File: src/rtl/calc_pkg.sv
// Shared types and constants for the calculator display path.
package calc_pkg;

  typedef enum logic [1:0] {
    ST_IDLE   = 2'b00,
    ST_ENTRY  = 2'b01,
    ST_ERROR  = 2'b10,
    ST_RESULT = 2'b11
  } status_e;

  typedef logic [6:0] seg7_t;

  localparam seg7_t      SEG_BLANK  = 7'h00;
  localparam int         NUM_DIGITS = 8;
  localparam logic [6:0] SEG_N_OFF  = 7'h7F;
  localparam logic [7:0] AN_N_OFF   = 8'hFF;

  // Active-low one-hot anode select for a digit index.
  function automatic logic [7:0] an_sel_n(input logic [2:0] idx);
    return ~(8'b1 << idx);
  endfunction

endpackage

File: src/rtl/calc_display_tick.sv
// Digit-slot prescaler: cnt runs 0..CLK_DIV-1, tick on the last cycle of a slot,
// blank while cnt is inside the anti-ghosting window at the start of the slot.
module calc_display_tick #(
  parameter int CLK_DIV      = 1000,
  parameter int BLANK_CYCLES = 16
) (
  input  logic clock,
  input  logic reset,
  output logic tick,
  output logic blank
);

  logic [15:0] cnt;

  if (CLK_DIV < 2 || CLK_DIV > 65535 || BLANK_CYCLES >= CLK_DIV) begin : g_bad_cfg
    $error("calc_display_tick: CLK_DIV must be 2..65535 and BLANK_CYCLES < CLK_DIV");
  end

  assign tick  = (cnt == 16'(CLK_DIV - 1));
  assign blank = (cnt < 16'(BLANK_CYCLES));

  always_ff @(posedge clock or posedge reset) begin
    if (reset)     cnt <= '0;
    else if (tick) cnt <= '0;
    else           cnt <= cnt + 16'd1;
  end

endmodule

File: src/rtl/calc_display_scan.sv
// 8-digit common-anode scanner with per-frame snapshot and blank slots.
// Optional ERROR_BLINK_EN: blink the whole display while the snapshotted status is error.
module calc_display_scan
  import calc_pkg::*;
#(
  parameter int CLK_DIV      = 1000,
  parameter int BLANK_CYCLES = 16,
  parameter int BLINK_FRAMES = 64
) (
  input  logic       clock,
  input  logic       reset,
  input  logic [6:0] displays [7:0],
  input  logic [1:0] status,
  output logic [6:0] seg_n,
  output logic [7:0] an_n,
  output logic       frame_start,
  output logic [1:0] status_led
);

  if (BLINK_FRAMES < 1) begin : g_bad_cfg
    $error("calc_display_scan: BLINK_FRAMES must be >= 1");
  end

  logic       tick, blank, snap, hide, primed;
  logic [2:0] idx;
  status_e    status_q;
  seg7_t      shadow [NUM_DIGITS];
  logic [6:0] seg_nx;
  logic [7:0] an_nx;

  calc_display_tick #(
    .CLK_DIV      (CLK_DIV),
    .BLANK_CYCLES (BLANK_CYCLES)
  ) u_tick (
    .clock (clock),
    .reset (reset),
    .tick  (tick),
    .blank (blank)
  );

  // Leaving slot 7 starts a new frame: take the snapshot on that edge.
  assign snap = tick && (idx == 3'd7);

  for (genvar i = 0; i < NUM_DIGITS; i++) begin : g_shadow
    always_ff @(posedge clock or posedge reset) begin
      if (reset)     shadow[i] <= SEG_BLANK;
      else if (snap) shadow[i] <= displays[i];
    end
  end

  // primed keeps the anodes off until the first real snapshot exists.
  always_ff @(posedge clock or posedge reset) begin
    if (reset) begin
      idx         <= '0;
      primed      <= 1'b0;
      status_q    <= ST_IDLE;
      frame_start <= 1'b0;
    end else begin
      frame_start <= snap;
      if (tick) idx <= idx + 3'd1;
      if (snap) begin
        status_q <= status_e'(status);
        primed   <= 1'b1;
      end
    end
  end

  assign status_led = status_q;

`ifdef ERROR_BLINK_EN
  localparam int FW = (BLINK_FRAMES > 1) ? $clog2(BLINK_FRAMES) : 1;

  logic [FW-1:0] fcnt;
  logic          phase_on;

  // Frames are counted as they end, so the first error frame is always lit.
  always_ff @(posedge clock or posedge reset) begin
    if (reset) begin
      fcnt     <= '0;
      phase_on <= 1'b1;
    end else if (snap) begin
      if (status != ST_ERROR || status_q != ST_ERROR) begin
        fcnt     <= '0;
        phase_on <= 1'b1;
      end else if (fcnt == FW'(BLINK_FRAMES - 1)) begin
        fcnt     <= '0;
        phase_on <= ~phase_on;
      end else begin
        fcnt <= fcnt + 1'b1;
      end
    end
  end

  assign hide = (status_q == ST_ERROR) && !phase_on;
`else
  assign hide = 1'b0;
`endif

  always_comb begin
    an_nx  = AN_N_OFF;
    seg_nx = SEG_N_OFF;
    if (primed && !blank && !hide) begin
      an_nx  = an_sel_n(idx);
      seg_nx = ~shadow[idx];
    end
  end

  always_ff @(posedge clock or posedge reset) begin
    if (reset) begin
      an_n  <= AN_N_OFF;
      seg_n <= SEG_N_OFF;
    end else begin
      an_n  <= an_nx;
      seg_n <= seg_nx;
    end
  end

endmodule

File: config.mk
export PLATFORM = sky130hd
export DESIGN_NAME = calc_display_scan
export DESIGN_NICKNAME = d
export VERILOG_FILES = /design/src/rtl/calc_pkg.sv /design/src/rtl/calc_display_tick.sv /design/src/rtl/calc_display_scan.sv
export SDC_FILE = /design/constraint.sdc
export NUM_CORES = 1
export LEC_CHECK = 0
export BUFFER_PORTS_ARGS = -buffer_cell sky130_fd_sc_hd__buf_2
export CELL_PAD_IN_SITES_DETAIL_PLACEMENT = 1
export CELL_PAD_IN_SITES_GLOBAL_PLACEMENT = 1
export CORE_MARGIN = 10
export CORE_UTILIZATION = 25
export DETAILED_ROUTE_END_ITERATION = 6
export GPL_TIMING_DRIVEN = 0
export HOLD_SLACK_MARGIN = 0.05
export PLACE_DENSITY = 0.47
export SYNTH_ARGS = -nofsm -noshare
export SYNTH_HDL_FRONTEND = slang
export SYNTH_SLANG_ARGS = --single-unit
File: constraint.sdc
create_clock -name clock -period 3.4 [get_ports clock]
set_input_delay 0.68 -clock clock [delete_from_list [all_inputs] [get_ports clock]]
set_output_delay 0.68 -clock clock [all_outputs]
set_load 0.01 [all_outputs]
# Word-level counts from Yosys, hierarchy flattened
# Index checks and enable logic that the tools add are counted.
[word_totals]
input_bits = 60
output_inout_bits = 18
reg_bits = 94
elab_cells = 34
[op_classes]
eq_ne = 2
n_bitwise = 3
n_mux = 6
shifts = 1
order_cmp = 2
n_reduce_logical = 3
n_addsub = 2
[op_table]
columns = ["operator", "n"]
rows = [
  ["binary-select mux 7 bit (select 3 bit)", 1],
  ["2-to-1 mux 7 bit", 3],
  ["adder 16 x 1 -> 16 bit, second input constant", 1],
  ["== test 16 x 10 -> 1 bit, second input constant", 1],
  ["less-than comparator 16 x 5 -> 1 bit, second input constant", 1],
  ["2-to-1 mux 16 bit", 1],
  ["2-to-1 mux 8 bit", 1],
  ["inverter 8 bit", 1],
  ["left shift 1 x 3 -> 8 bit, first input constant", 1],
  ["inverter 7 bit", 1],
  ["greater-or-equal comparator 4 bit, second input constant", 1],
  ["inverter 3 -> 4 bit", 1],
  ["adder 3 x 1 -> 3 bit, second input constant", 1],
  ["== test 3 bit, second input constant", 1],
  ["logical AND 1 bit", 2],
  ["zero test 1 bit", 1],
]

# Logic depth before layout (Yosys ltp)
# Gate-level depths: netlist (run 1).
[logic_depth]
depth_word = 6
ltp_mapped = 6
depth_no_buf = 5

# Cells and area by module
# A second synthesis (run 1) with hierarchy kept.
[hier_totals]
hier_cells = 301
area_unflattened_um2 = 4326.6
[modules_own_cells]
columns = ["module", "area_each_um2", "n_inst", "cells_each", "seq_area_each_um2"]
rows = [
  ["calc_display_scan", 3578.4, 1, 228, 1970.6],
  ["calc_display_tick", 748.2, 1, 73, 400.4],
]

# Worst setup path before layout (run 1)
# OpenSTA, ideal clock, no wires.
[synth_path]
path_kind = "flip-flop to flip-flop"
from = "reg u_tick.cnt[12]"
to = "reg shadow[0] in the netlist's numbering"
setup_slack_ps = 1420
required_ps = 3275
path_stages_with_launch = 6
n_path_buf = 1
t_arrival_ps = 1856
setup_ps = 125
period_less_slack_ps = 1980
path_cell_list = "dfrtp_1 -> or4_4 -> nor4_4 -> nand2_4 -> buf_6 -> mux2_2"
[synth_via]
elab_chain_len = 2
[synth_rtl]
columns = ["element", "line_no", "rtl"]
rows = [
  ["start, declared", "calc_display_tick.sv:13", "logic [15:0] cnt;"],
  ["start signal, assigned", "calc_display_tick.sv:25", "else cnt <= cnt + 16'd1;"],
  ["== test 16 x 10 -> 1 bit", "calc_display_tick.sv:19", "assign tick = (cnt == 16'(CLK_DIV - 1));"],
  ["logical AND 1 bit", "calc_display_scan.sv:42", "assign snap = tick && (idx == 3'd7);"],
  ["end signal, assigned by index", "calc_display_scan.sv:47", "else if (snap) shadow[i] <= displays[i];"],
  ["end, declared", "calc_display_scan.sv:27", "seg7_t shadow [NUM_DIGITS];"],
]
# No other way between the ends.
# A chain may end at the register's enable or synchronous reset.

# Worst setup path in the final report (run 1)
[layout_path]
from = "reg idx[2]"
to = "reg idx[2]"
[layout_via]
elab_chain_len = 1
[layout_rtl]
columns = ["element", "line_no", "rtl"]
rows = [
  ["start, declared", "calc_display_scan.sv:25", "logic [2:0] idx;"],
  ["start signal, assigned", "calc_display_scan.sv:60", "if (tick) idx <= idx + 3'd1;"],
  ["adder 3 x 1 -> 3 bit", "calc_display_scan.sv:60", ""],
]
# No other way between the ends.

==> flow_metrics.tcl, run 1 <==
set metrics [dict create \
    status "complete, no violations" \
    worst_slew_margin_rel_pct 43.5 \
    ys.flop_type "dfrtp_1" \
    viasPerCell 4.28 \
    clk_pin_slew_worst_paths_ns 0.07 \
    core_um2 15900 \
    cp-start-kind "flip-flop" \
    finalCriticalPeriod_ns 2.25 \
    fp.dieW_um 148 \
    cts_hold_buf 0 \
    drtIter0Drc 76 \
    cts_tree "built" \
    routed_wl_um 10700 \
    async_flop_share_pct 100 \
    min_period_over_period_pct 66.2 \
    root_buffer "clkbuf_16" \
    fin_ws_ns 1.15 \
    gp_congestion 0.713 \
    ios 78 \
    synth_top_cells_by_count "dfrtp_1, mux2_2, nand2_1" \
    first_global_vias 2947 \
    drv_slew 0 \
    reg2reg_depth 5 \
    insertion_delay_ns 0.35 \
    syn_area_um2 4070 \
    cts_resized 0 \
    rows 46 \
    crit_fanout 10 \
    peakVddDrop_mv 0.213 \
    antennaDiodeCount 0 \
    synthTopCellsByArea "dfrtp_1, mux2_2, dfstp_2, mux4_2, nand2_1" \
    areaGrowthSynthToFinish_pct 24.7 \
    drc 0 \
    drive_gt1_share_pct 52.4 \
    fin_nets 436 \
    synth_cells 279 \
    crit_path_end_kind "flip-flop" \
    dieArea_um2 21800 \
    yosys.area.top_type "dfrtp_1" \
    vias 2526 \
    yosys_register_bits 94 \
    worst_slew_pin_slew_ns 0.838 \
    fin_skew_ns 0.00498 \
    hold_viol_final 0 \
    syn-num-nets 346 \
    setup_violations 0 \
    globalRouteMet1Util_pct 12.2 \
    htree_levels 3 \
    grt_use_total_pct 10.3 \
    cts_setup_buffers 0 \
    yosysMostFrequentCell "dfrtp_1" \
    drtAntennaViolNets 0 \
    synth_area_per_cell_um2 14.6 \
    first_pass_iters 4 \
    cp.arrival_ns 2.52 \
    die_h_um 148 \
    drv_cap 0 \
    use_met3_pct 3.11 \
    numCtsBuffers 9 \
    post-dp-hpwl_um 7830 \
    initial_core_util_pct 25.5 \
    tns_ns 0 \
    final_cells 590 \
    synth_edf_count 0 \
    antenna_found_initial 1 \
    wire_per_inst_um 18.1 \
    grt_start_max_net_pins 65 \
    overflow 0 \
    grt_pass1_wl_um 17100 \
    fmax_mhz 444 \
    top_usage_layer "met2" \
    grtUsageMet2_pct 17.0 \
    rsz0062_at_grt "false" \
    dp.cells 574 \
    yosys_warnings 0 \
    synth-seq-area-share_pct 58.3 \
    power.leakage_nw 2.20 \
    finalPower_mw 2.30 \
    holdCritPathClass "primary input to async pin" \
    numPortBuffers 77 \
    crit_type "flip-flop to flip-flop" \
    synth_top_area_share_pct 48.6 \
    crit_required_ns 3.67 \
    power.density_nw_per_um2 454 \
    clockBufferDepth 2 \
    post-place-ws_ns 1.04 \
    ys_types 33 \
    cts.sinks 94 \
]
==> per-stage QoR <==
stage          instance area, um^2  util (%)  hold slack (ns)
4_1_cts                       5070      31.8            0.348
3_5_place_dp                  4770      29.9            0.475
6_report                      5070      31.8            0.340
3_3_place_gp                  4730      29.6            0.469
2_1_floorplan                 4070         -            0.448
5_1_grt                       5070      31.8            0.379
==> path summary, 6_finish.rpt <==
kind                                      from  slack [ns]              to
worst max-delay path                    idx[2]        1.15          idx[2]
max in group asynchronous                reset        2.36        seg_n[1]
worst min-delay path                     reset        0.34  u_tick.cnt[12]
min in group clock              u_tick.cnt[15]        0.48  u_tick.cnt[15]
worst min register to register  u_tick.cnt[15]        0.48  u_tick.cnt[15]
worst max register to register          idx[2]        1.15          idx[2]
==> layout by cell type, fill, tap and decap left out, types with 2 or more instances in the layout <==
cell and instances:
dfstp_2 15, nor2_1 8, nor3_1 4, clkbuf_16 9, or3_1 3, and3_1 2, mux4_2 14, xnor2_1 7
dfrtp_1 79, buf_6 7, a21o_1 7, a21oi_1 2, clkbuf_8 5, buf_2 79, mux2_2 59, xor2_1 4
nand4_1 2, nand3_1 6, nand2_1 28, o21ai_0 3, inv_1 4, ha_1 7, clkbuf_1 4
==> report_power, final <==
part,switching (mW),leakage (nW),internal [mW]
clock,0.427,0.151,0.595
sequential,0.0166,1.11,1.15
combinational,0.0471,0.932,0.0644
==> critical path, cell delays in order, from the launching register on <==
cell      delay (ns)
dfrtp_1         0.34
clkbuf_1        0.50
clkbuf_1        0.65
inv_1           0.19
ha_1            0.33
mux2i_1         0.14
==> cell type report <==
type / instances / area (um^2)
tap: 216 / 270
inverter: 6 / 25.0
clock inverter: 2 / 12.5
buffer: 12 / 92.6
clock buffer: 14 / 294
multi-input combinational: 167 / 1580
sequential: 94 / 2370
timing repair buffer: 79 / 424
fill: 1731 / 10900
==> routing by layer <==
metal  up-vias  routed length (um)
met3        14                 579
met5         -                  11
li1       1170                   -
met4         2                 168
met2        56                5390
met1      1284                4560
==> registers in the layout (all words and copies together), names as in the netlist <==
register,cells
an_n,8
frame_start,1
idx,3
primed,1
seg_n,7
shadow,56
status_led,2
u_tick.cnt,16
==> logic make-up (layout without fill, tap and decap cells) <==
group,count (synthesis),after routing,share of synthesized area (%)
muxes,74,74,24.3
xor gates and xnor gates,11,11,2.37
DFF,94,94,58.3
and+or+nand+nor,61,61,7.56
AOI/OAI and AO/OA,14,14,2.52
buffers and inverters,18,113,2.83
adders and majority gates,7,7,2.15
Power figures use the tool's default switching activity.
==> run 2: changes to the inputs <==
- ABC_AREA: unset -> 1
- PLACE_DENSITY: 0.47 -> 0.53
- clock period: 3.4 -> 2 ns (I/O delays scaled with it)
==> run 2 against run 1 <==
Critical path depth grew 1; count of clock-buffer cells in the layout is 1 lower; sequential power is 62% higher; synthesized area is 19% higher; die area grew 17%; combinational power is 5% higher; flip-flop and latch count unchanged; power rose by 65%; maximum frequency rose by 30%; sequential share of layout area decreased by 6.7 points; register-to-register slack lost 0.88 ns.
==> flow_metrics.tcl, run 2 <==
set metrics [dict create \
    status "complete, no violations" \
    drive_gt1_share_pct 20.6 \
    syn_area_um2 4860 \
    crit_fanout 10 \
    crit_required_ns 2.29 \
    synth_top_area_share_pct 40.7 \
    insertion_delay_ns 0.36 \
    multiInputGateArea_um2 1930 \
    pwr-share-seq_pct 50.1 \
    yosys.area.top_type "dfrtp_1" \
    syn-num-nets 694 \
    overflow 0 \
    hold_viol_final 0 \
    top_regs "shadow (56), u_tick.cnt (16), an_n (8)" \
    synth_cells 627 \
    cts.sinks 94 \
    routed_wl_um 15500 \
    first_pass_iters 4 \
    drv_cap 0 \
    fmax_mhz 578 \
    root_buffer "clkbuf_16" \
    synthTopCellsByArea "dfrtp_1, nand2_1, nand4_1, dfstp_2, inv_1" \
    cts_tree "built" \
    post-dp-hpwl_um 11900 \
    clkPwrFrac_pct 46.8 \
    areaGrowthSynthToFinish_pct 22.1 \
    regArea_um2 2370 \
    final_cell_mix "nand2_1, buf_2, dfrtp_1" \
    die_h_um 159 \
    fin_nets 784 \
    holdCritPathClass "primary input to async pin" \
    ys.flop_type "dfrtp_1" \
    yosysMostFrequentCell "nand2_1" \
    gp_congestion 0.765 \
    grt_start_max_net_pins 34 \
    crit_type "flip-flop to flip-flop" \
    drtIter0Drc 162 \
    synth_area_per_cell_um2 7.74 \
    grt_use_total_pct 12.4 \
    yosys_warnings 0 \
    finalCriticalPeriod_ns 1.73 \
    drv_slew 0 \
    largest_register_ffs 56 \
    fin_skew_ns 0.00715 \
    synth-seq-area-share_pct 48.8 \
    synth_edf_count 0 \
    first_global_vias 4786 \
    layout_commonest_cell "nand2_1" \
    power.leakage_nw 3.16 \
    clockBufferDepth 2 \
    cp-start-kind "flip-flop" \
    switchingPower_mw 0.832 \
    post-place-ws_ns -0.00537 \
    antennaDiodeCount 0 \
    async_flop_share_pct 100 \
    antenna_found_initial 0 \
    synth_top_cells_by_count "nand2_1, dfrtp_1, inv_1" \
    hold_ws_ns 0.0772 \
    fp.dieW_um 159 \
    yosys_register_bits 94 \
    htree_levels 3 \
    ys_types 25 \
    core_um2 18900 \
    setup_violations 0 \
    min_period_over_period_pct 86.4 \
    rrSetupSlack_ns 0.27 \
    worst_slew_pin_slew_ns 0.603 \
    wire_per_inst_um 15.8 \
    dieArea_um2 25400 \
    fillers 2366 \
    numPortBuffers 77 \
    p_comb_share_pct 3.1 \
    grt_pass1_wl_um 25400 \
    cts_setup_buffers 0 \
    numCtsBuffers 9 \
    viasPerCell 4.38 \
    largest-register "shadow" \
    initial_core_util_pct 25.7 \
    rsz0062_at_grt "false" \
    worst_slew_margin_rel_pct 59.8 \
    peakVddDrop_mv 0.395 \
    rows 50 \
    power.density_nw_per_um2 640 \
    clk_pin_slew_worst_paths_ns 0.07 \
    drtAntennaViolNets 0 \
    intPower_mw 2.96 \
    cp.arrival_ns 2.02 \
    swShare_pct 21.9 \
    crit_path_end_kind "flip-flop" \
    ios 78 \
    vias 4303 \
    fin_ws_ns 0.271 \
    drc 0 \
]
==> run 2: worst paths after layout <==
kind | cells past startpoint | endpoint | from
min in group clock | 3 | shadow[21] | displays[28]
setup reg to reg | 6 | shadow[41] | idx[0]
setup / recovery | 6 | shadow[41] | idx[0]
hold / removal | 2 | shadow[21] | reset
max in group asynchronous | 4 | seg_n[6] | reset
hold reg to reg | 1 | u_tick.cnt[0] | u_tick.cnt[0]
==> run 2: power groups by stage <==
| stage | logic (mW) | registers, mW | clock network, mW |
|---|---|---|---|
| after floorplan | 0.0278 | 1.94 | 0 |
| after detailed placement | 0.122 | 1.94 | 0 |
| after CTS | 0.123 | 1.90 | 1.84 |
| final | 0.117 | 1.90 | 1.78 |
| after global placement | 0.103 | 1.94 | 0 |
| after global routing | 0.133 | 1.90 | 1.93 |
==> run 2: what timing repair did <==
action / in CTS / in global routing
resized for setup: 0 / 0
endpoints found under the setup margin: 8 / 0
hold buffers: 0 / 0
==> run 2: logic make-up after synthesis <==
logic type               synth area share, %
adder cells (fa/ha/maj)                 1.80
AO/OA/AOI/OAI                          0.953
buffers and inverters                   11.4
XOR/XNOR                               0.541
AND/OR/NAND/NOR                         36.5
flip-flops                              48.8
==> run 2: metal layers <==
| layer | part of all wire [%] | GRT usage, % |
|---|---|---|
| met1 | 48 | 15.8 |
| met3 | 4.0 | 3.59 |
| met4 | 0.82 | 2.74 |
| met5 | 0 | 0 |
| met2 | 47 | 20.4 |
==> run 2: worst max-delay path, cell delays in order (launching register included) <==
cell	delay [ns]
dfrtp_1	0.41
ha_1	0.21
ha_1	0.14
buf_2	0.22
clkbuf_1	0.41
nand4_1	0.18
nand2_1	0.10
==> run 2: through the flow <==
step / instances / setup TNS, ns / cell area [um^2] / utilization [%] / power, mW
4_1_cts: 982 / 0 / 5930 / 31.4 / 3.86
2_1_floorplan: 627 / 0 / 4860 / - / 1.96
3_3_place_gp: 964 / -21.80 / 5570 / 29.5 / 2.04
5_1_grt: 982 / 0 / 5930 / 31.4 / 3.96
6_report: 982 / 0 / 5930 / 31.4 / 3.79
3_5_place_dp: 967 / -0.00537 / 5640 / 29.8 / 2.06
==> run 2: final cells by class <==
cell class              instances  area share (%)
flip-flops and latches         94            40.0
multi-input cells             416            32.6
repair buffers                 80            7.64
well taps                     260            5.49
inverters                      81            5.21
clock buffers                  13            4.22
plain buffers                  35            4.12
clock inverters                 3           0.739
==> run 3: changes to the inputs <==
- ABC_AREA: 1 -> unset
- GPL_TIMING_DRIVEN: 0 -> unset
- PLACE_DENSITY: 0.53 -> 0.49
- clock period: 2 -> 1.4 ns (I/O delays scaled with it)
==> run 3 against run 2 <==
The run now ends with setup timing left; count of clock-buffer cells in the layout unchanged; flip-flop and latch count did not move; power increased by 52%; die area decreased by 14%; cell count fell by 36%; first-iteration DRC count shrank 47%; sequential share of layout area up 2.6 points; worst hold slack gained 0.083 ns.
==> flow_metrics.tcl, run 3 (synthesis results as in run 1) <==
set metrics [dict create \
    worst_slew_pin_slew_ns 0.446 \
    pwr-share-seq_pct 49.3 \
    areaGrowthSynthToFinish_pct 36.8 \
    cp-start-kind "flip-flop" \
    violations "setup timing" \
    drive_gt1_share_pct 62.2 \
    cts_tree "built" \
    reg2reg_depth 5 \
    power.leakage_nw 2.46 \
    swShare_pct 20.6 \
    wire_per_inst_um 16.4 \
    crit_type "flip-flop to flip-flop" \
    rsz0062_at_grt "true" \
    tns_ns -40.82 \
    intPower_mw 4.58 \
    drv_cap 0 \
    cts.sinks 94 \
    drtIter0Drc 86 \
    dpl-instance-area_um2 4960 \
    min_period_over_period_pct 137 \
    routed_wl_um 10300 \
    fin_ws_ns -0.514 \
    p_comb_share_pct 4.7 \
    numPortBuffers 77 \
    dieArea_um2 21800 \
    r2r_start "u_tick.cnt[15]" \
    hold_depth 2 \
    antenna_found_initial 0 \
    fin_nets 477 \
    rows 46 \
    min_from "status[1]" \
    fp.dieW_um 148 \
    crit_path_end_kind "flip-flop" \
    drv_slew 0 \
    numCtsBuffers 9 \
    rrSetupSlack_ns -0.51 \
    overflow 0 \
    crit_required_ns 1.63 \
    power.density_nw_per_um2 1040 \
    ios 78 \
    first_global_vias 3063 \
    fin_skew_ns 0.00866 \
    clkPwrFrac_pct 45.9 \
    initial_core_util_pct 25.5 \
    critPathLaunch "u_tick.cnt[15]" \
    grt_start_max_net_pins 62 \
    layout_commonest_cell "dfrtp_1" \
    viasPerCell 4.23 \
    fmax_mhz 522 \
    min_to "status_led[1]" \
    drtAntennaViolNets 0 \
    finalInstanceArea_um2 5570 \
    largest_register_ffs 56 \
    first_pass_iters 4 \
    switchingPower_mw 1.19 \
    htree_levels 3 \
    grt_use_total_pct 9.62 \
    gp_congestion 0.737 \
    timing.rr.end "shadow[49]" \
    clockBufferDepth 2 \
    largest-register "shadow" \
    post-dp-hpwl_um 7210 \
    holdCritPathClass "primary input to flip-flop" \
    antennaDiodeCount 0 \
    status "finished, violations left" \
    cp.arrival_ns 2.14 \
    setup_violations 92 \
    grt_pass1_wl_um 16400 \
    vias 2672 \
    final_cell_mix "dfrtp_1, buf_2, mux2_2" \
    peakVddDrop_mv 0.610 \
    clk_pin_slew_worst_paths_ns 0.06 \
    insertion_delay_ns 0.35 \
    worst_slew_margin_rel_pct 70.3 \
    core_um2 15900 \
    drc 0 \
    hold_viol_final 0 \
    crit_fanout 44 \
    top_regs "shadow (56), u_tick.cnt (16), an_n (8)" \
    die_h_um 148 \
    finalCriticalPeriod_ns 1.91 \
    root_buffer "clkbuf_16" \
]
[run 3: worst max-delay path by stage]
stage | to | slack, ns | cells past startpoint
final | shadow[49] | -0.51 | 5
after global routing | status_led[0] | -0.58 | 5
after CTS | shadow[9] | -0.49 | 5
after detailed placement | seg_n[4] | -0.53 | 5
after global placement | seg_n[4] | -0.53 | 4
after floorplan | shadow[0] | -0.45 | 5
[run 3: cell type report]
type,instances,area (um^2)
inverter,6,26.3
multi-input combinational,167,1700
clock inverter,3,67.6
fill,1732,10400
sequential,94,2370
tap,216,270
timing repair buffer,132,887
clock buffer,13,250
[run 3: timing repair]
item | 4_1_cts | 5_1_grt
resized for setup | 19 | 19
pin swaps | 14 | 6
setup endpoints to repair | 92 | 92
endpoints found under the hold margin | 5 | 0
hold buffers | 1 | 0
setup buffers | 11 | 8
[run 3: power groups by stage]
| stage | Combinational [mW] | Clock, mW | Sequential, mW |
|---|---|---|---|
| 6_report | 0.273 | 2.65 | 2.84 |
| 5_1_grt | 0.309 | 2.87 | 2.85 |
| 4_1_cts | 0.284 | 2.76 | 2.84 |
| 3_5_place_dp | 0.281 | 0 | 2.89 |
| 3_3_place_gp | 0.274 | 0 | 2.89 |
| 2_1_floorplan | 0.148 | 0 | 2.88 |
[run 3: routing by layer]
metal,wire length (um),global-route usage (%),share of wire [%]
met1,4590,11.6,44
met5,0,0,0
met4,165,3.87,1.6
met2,5080,15.8,49
met3,500,2.78,4.8
[run 3: stage by stage]
| stage | setup WS [ns] | power [mW] | std cells | hold WS, ns | utilization, % |
|---|---|---|---|---|---|
| floorplan | -0.452 | 3.03 | 279 | 0.430 | - |
| global placement | -0.535 | 3.16 | 597 | 0.421 | 31.1 |
| detailed placement | -0.531 | 3.18 | 597 | 0.419 | 31.1 |
| CTS | -0.494 | 5.89 | 625 | 0.147 | 34.2 |
| global route | -0.583 | 6.03 | 631 | 0.150 | 34.9 |
| finish | -0.514 | 5.77 | 631 | 0.160 | 34.9 |
[run 3: critical path: stages (launching register included)]
cell	delay [ns]
dfrtp_1	0.39
or4_4	0.55
nor4_4	0.25
nand2_4	0.09
buf_12	0.19
mux2_2	0.30
